### src/rtl/tdm_demux4.sv
// tdm_demux4 -- receive end of a 4-channel TDM link.
// Locks to a frame-sync marker on slot 0. Each accepted word goes into one
// registered per-channel output and raises a one-cycle strobe for that channel.
// Sync loss is flagged.
// Optional feature: define TDM_DEMUX_FLYWHEEL_EN to tolerate up to
// SYNC_LOSS-1 consecutive missing slot-0 syncs before lock is dropped.
// Without it, the first missing sync drops lock.
module tdm_demux4 #(
    parameter int W         = 4,
    parameter int SYNC_LOSS = 2
) (
    input  logic           clk,
    input  logic           rst,
    input  logic           E,
    input  logic [W-1:0]   din,
    input  logic           valid,
    input  logic           sync,
    output logic [4*W-1:0] Y,
    output logic [3:0]     Y_valid,
    output logic           frame_done,
    output logic           locked,
    output logic           sync_err
);

    typedef enum logic [0:0] {
        HUNT   = 1'b0,
        LOCKED = 1'b1
    } state_t;

    state_t     state_r;
    state_t     state_next_s;
    logic [1:0] slot_r;
    logic [1:0] slot_next_s;
    logic       wr_en_s;
    logic [1:0] wr_ch_s;
    logic       err_s;
    logic       accept_s;

`ifdef TDM_DEMUX_FLYWHEEL_EN
    localparam int MISS_W = $clog2(SYNC_LOSS + 1);
    // Miss count at which one more missing sync drops lock.
    localparam logic [MISS_W-1:0] MISS_LAST = MISS_W'(SYNC_LOSS - 1);
    logic [MISS_W-1:0] miss_r;
    logic [MISS_W-1:0] miss_next_s;
`endif

    assign accept_s = E & valid;

    // Next-state logic: pick the slot to write and track the sync state.
    always_comb begin
        state_next_s = state_r;
        slot_next_s  = slot_r;
        wr_en_s      = 1'b0;
        wr_ch_s      = 2'd0;
        err_s        = 1'b0;
`ifdef TDM_DEMUX_FLYWHEEL_EN
        miss_next_s  = miss_r;
`endif
        if (accept_s) begin
            case (state_r)
                HUNT: begin
                    if (sync) begin
                        wr_en_s      = 1'b1;
                        wr_ch_s      = 2'd0;
                        slot_next_s  = 2'd1;
                        state_next_s = LOCKED;
`ifdef TDM_DEMUX_FLYWHEEL_EN
                        miss_next_s  = '0;
`endif
                    end else begin
                        // The word is not part of a frame we know about. Drop it.
                        slot_next_s  = 2'd0;
                    end
                end
                LOCKED: begin
                    if (slot_r == 2'd0) begin
                        if (sync) begin
                            wr_en_s     = 1'b1;
                            wr_ch_s     = 2'd0;
                            slot_next_s = 2'd1;
`ifdef TDM_DEMUX_FLYWHEEL_EN
                            miss_next_s = '0;
`endif
                        end else begin
                            err_s = 1'b1;
`ifdef TDM_DEMUX_FLYWHEEL_EN
                            if (miss_r == MISS_LAST) begin
                                state_next_s = HUNT;
                                slot_next_s  = 2'd0;
                                miss_next_s  = '0;
                            end else begin
                                // The flywheel assumes the frame is still aligned.
                                wr_en_s     = 1'b1;
                                wr_ch_s     = 2'd0;
                                slot_next_s = 2'd1;
                                miss_next_s = miss_r + MISS_W'(1);
                            end
`else
                            state_next_s = HUNT;
                            slot_next_s  = 2'd0;
`endif
                        end
                    end else begin
                        if (sync) begin
                            // A sync in the middle of a frame: realign to it.
                            err_s       = 1'b1;
                            wr_en_s     = 1'b1;
                            wr_ch_s     = 2'd0;
                            slot_next_s = 2'd1;
`ifdef TDM_DEMUX_FLYWHEEL_EN
                            miss_next_s = '0;
`endif
                        end else begin
                            wr_en_s     = 1'b1;
                            wr_ch_s     = slot_r;
                            slot_next_s = slot_r + 2'd1;
                        end
                    end
                end
                default: begin
                    state_next_s = HUNT;
                    slot_next_s  = 2'd0;
                end
            endcase
        end else begin
            // With no word accepted, every piece of state holds.
            state_next_s = state_r;
        end
    end

    // Sync-tracking state registers.
    always_ff @(posedge clk or posedge rst) begin
        if (rst) begin
            state_r <= HUNT;
            slot_r  <= 2'd0;
        end else begin
            state_r <= state_next_s;
            slot_r  <= slot_next_s;
        end
    end

`ifdef TDM_DEMUX_FLYWHEEL_EN
    // Register for the count of consecutive missing syncs.
    always_ff @(posedge clk or posedge rst) begin
        if (rst) begin
            miss_r <= '0;
        end else begin
            miss_r <= miss_next_s;
        end
    end
`endif

    // Registered outputs: channel data, strobes and status pulses.
    always_ff @(posedge clk or posedge rst) begin
        if (rst) begin
            Y          <= '0;
            Y_valid    <= 4'b0000;
            frame_done <= 1'b0;
            locked     <= 1'b0;
            sync_err   <= 1'b0;
        end else begin
            for (int i = 0; i < 4; i++) begin
                if (wr_en_s && (wr_ch_s == 2'(i))) begin
                    Y[i*W +: W] <= din;
                end
            end
            Y_valid    <= wr_en_s ? (4'b0001 << wr_ch_s) : 4'b0000;
            frame_done <= wr_en_s && (wr_ch_s == 2'd3);
            locked     <= (state_next_s == LOCKED);
            sync_err   <= err_s;
        end
    end

endmodule

### config.mk
export PLATFORM = sky130hd
export DESIGN_NAME = tdm_demux4
export DESIGN_NICKNAME = d
export VERILOG_FILES = /design/src/rtl/tdm_demux4.sv
export SDC_FILE = /design/constraint.sdc
export NUM_CORES = 1
export LEC_CHECK = 0
export ABC_AREA = 1
export BUFFER_PORTS_ARGS = -buffer_cell sky130_fd_sc_hd__buf_2
export CAP_MARGIN = 20
export CORE_MARGIN = 2
export CORE_UTILIZATION = 53
export CTS_CLUSTER_SIZE = 14
export DETAILED_ROUTE_END_ITERATION = 8
export PLACE_DENSITY = 0.87
export SLEW_MARGIN = 20
export SYNTH_ARGS = -nofsm -noshare
export SYNTH_HDL_FRONTEND = slang
export SYNTH_SLANG_ARGS = --single-unit
### constraint.sdc
create_clock -name clk -period 2.8 [get_ports clk]
set_input_delay 0.28 -clock clk [delete_from_list [all_inputs] [get_ports clk]]
set_output_delay 0.28 -clock clk [all_outputs]
set_load 0.01 [all_outputs]
==> results.yml <==
status:
  status: "finished clean"
worst_setup_path:
  r2r_end: "Y[9]"
  crit_fanout: 12
  crit_path_cell_trace: "inv_1, ha_1, inv_1, nand3_1, nor2_1, nand3_1, nand2_1, nand2_1"
  r2r_slack_ps: 800
  cp_slowest_stage_delay_ps: 620
  crit_slowest_cell: "nor2_1"
  cp-end-kind: "flop"
  critPathKind: "flop to flop"
  critical_path.reg2reg.startpoint: "slot_r[0]"
  crit_path_start: "slot_r[0]"
  worstPathRequired_ps: 3000
  r2r_cells: 8
  crit_arrival_ps: 2200
  cp-start-kind: "flop"
  critPathCapture: "Y[9]"
timing:
  min_period_ps: 2000
  max_freq_mhz: 501
  fin_skew_ps: 8.45
  slew_headroom_pct: 42.3
  fin_crit_sh_pct: 71.3
  hold_violations: 0
  slew_violations: 0
  tightest_slew_ps: 864
  setup_viol: 0
  setup_tns_ps: 0
  rsz0062_at_grt: "no"
layout:
  multi_input_area_sq_um: 410
  fill_cells: 171
  syn2layout_area_growth_pct: 17.7
  num_antenna_cells: 0
  finish.utilization_pct: 65.4
  seq_area_sq_um: 601
  drive_gt1_share_pct: 28.0
  num-nets-final: 164
grt:
  grt_overflow_total: 0
  grt_usage_pct: 20.7
  grt_pass1_wl_um: 3880
  grt_max_degree: 25
  first_global_vias: 898
  antenna_found_initial: 0
power_and_ir_drop:
  combPwrFrac_pct: 22.0
  clockPowerShare_pct: 20.4
  p_switching_uw: 215
  intPower_uw: 491
  pwr_density_cell_nw_per_um2: 562
  switching_share_pct: 30.5
  vdd_drop_max_mv: 0.340
  power.leakage_nw: 0.721
  power.share.sequential_pct: 57.6
clocking:
  cts_sinks: 24
  post-cts-setup-buffer-count: 0
  cts_buffers: 3
  tritoncts: "yes"
  cts_max_path_buffers: 2
  cts_hold_buf: 0
  cts_root_buf: "clkbuf_4"
  insertion_delay_ps: 310
  post_cts_resized: 0
  path_clk_slew_ps: 120
  cts_max_level: 1
die:
  ios: 32
  initial_core_util_pct: 55.5
  coreArea_sq_um: 1920
  die_height_um: 48.9
  die_x_um: 48.9
  dieArea_sq_um: 2390
  rows: 16
placed_design:
  dp_hpwl_um: 1710
  gp_congestion: 0.889
  io_buffers: 31
detailed_routing:
  finalWirelength_um: 2230
  drc: 0
  antenna_left: 0
  detailedRoute.firstPassIterationCount: 4
  via_count: 934
  wire_per_inst_um: 12.6
  drtIter0Drc: 23
  viasPerCell: 5.28
yosys:
  synthesis.area_sq_um: 1070
  syn-num-nets: 131
  yosysSeqAreaShare_pct: 56.3
  synth_cells: 119
  yosysWarnings: 0
  ys_ff_latch: 24
  ys_types: 17
  synth.avg_cell_area_sq_um: 8.97
min_path:
  hp-class: "primary input to async pin"
flow_run:
  drv_cap: 0
==> stage by stage <==
step	cell area (sq um)	cells	power, mW	hold WS, ps	setup slack (ps)
detailed placement	1230	174	0.569	454	886
finish	1260	177	0.706	130	803
global placement	1230	174	0.559	450	1060
global route	1260	177	0.752	205	629
floorplan	1070	119	0.506	295	1370
CTS	1260	177	0.713	166	882
==> state kept, by name, summed over array words and instances (netlist names) <==
| register | count |
|---|---|
| locked | 1 |
| Y | 16 |
| slot_r | 2 |
| Y_valid | 4 |
| sync_err | 1 |
==> power groups by stage <==
| stage | clock (mW) | combinational, mW | sequential, mW |
|---|---|---|---|
| final | 0.144 | 0.155 | 0.407 |
| after floorplan | 0 | 0.0762 | 0.429 |
| after global placement | 0 | 0.148 | 0.411 |
| after detailed placement | 0 | 0.155 | 0.414 |
| after global routing | 0.164 | 0.175 | 0.413 |
| after CTS | 0.150 | 0.156 | 0.407 |
==> cell usage after synthesis <==
master	instances	area (sq um)
nor3_1	1	5.00
nand4_1	8	50.1
buf_4	3	22.5
ha_1	3	37.5
nor2_1	8	30.0
nor2_4	1	11.3
nand3_1	10	50.1
o21ai_0	2	10.0
inv_2	2	7.51
nand2_1	40	150
clkinv_1	1	3.75
o21ai_1	4	20.0
inv_1	6	22.5
dfrtp_1	24	601
nand3_2	2	20.0
a22oi_1	1	7.51
nor2_2	3	18.8
==> placed cells by master (no fill, tap or decap), drive strengths merged <==
master  Yosys  routed
nor2       12      12
buf         3      31
nand4       8       8
o21ai       6       6
inv         8       8
clkbuf      0       3
ha          3       3
a22oi       1       1
nor3        1       1
clkinv      1       1
nand2      40      40
dfrtp      24      24
nand3      12      12
==> area by class of cell <==
class | count | share of cell area, %
clock buffers | 3 | 1.79
inverters | 9 | 2.69
multi-input cells | 83 | 32.7
flip-flops and latches | 24 | 47.8
well taps | 27 | 2.69
repair buffers | 31 | 12.4
==> worst min-delay path by stage <==
stage	startpoint	endpoint	slack [ps]	cells after the start
final	rst	Y[12]	130	2
after detailed placement	Y[12]	Y[12]	450	2
after global placement	Y[13]	Y[13]	450	2
after CTS	rst	Y[12]	170	2
after floorplan	rst	Y[0]	290	1
after global routing	rst	Y[12]	210	2
==> metal layers <==
layer	wire (um)	share of wire, %	track usage (%)	vias to the layer above
met1	936	42	24.6	447
met3	128	5.7	4.60	2
met2	1160	52	37.4	33
met4	8	0.36	6.19	0
li1	-	-	-	452
met5	0	0	0	-
==> cell families (layout without fill, tap and decap cells) <==
family                   Yosys count  in the layout  share of synthesized area, %
adder cells (fa/ha/maj)            3              3                          3.52
AND/OR/NAND/NOR                   73             73                          31.4
buffers and inverters             12             43                          5.28
AO/OA/AOI/OAI                      7              7                          3.52
flip-flops                        24             24                          56.3
==> critical path: cells and delay by family, from the launching register on <==
kind	cells	cell delay (ps)
adders and majority gates	1	220
and+or+nand+nor	5	1160
DFF	1	370
buffers and inverters	2	140
(Power assumes the default switching activity.)
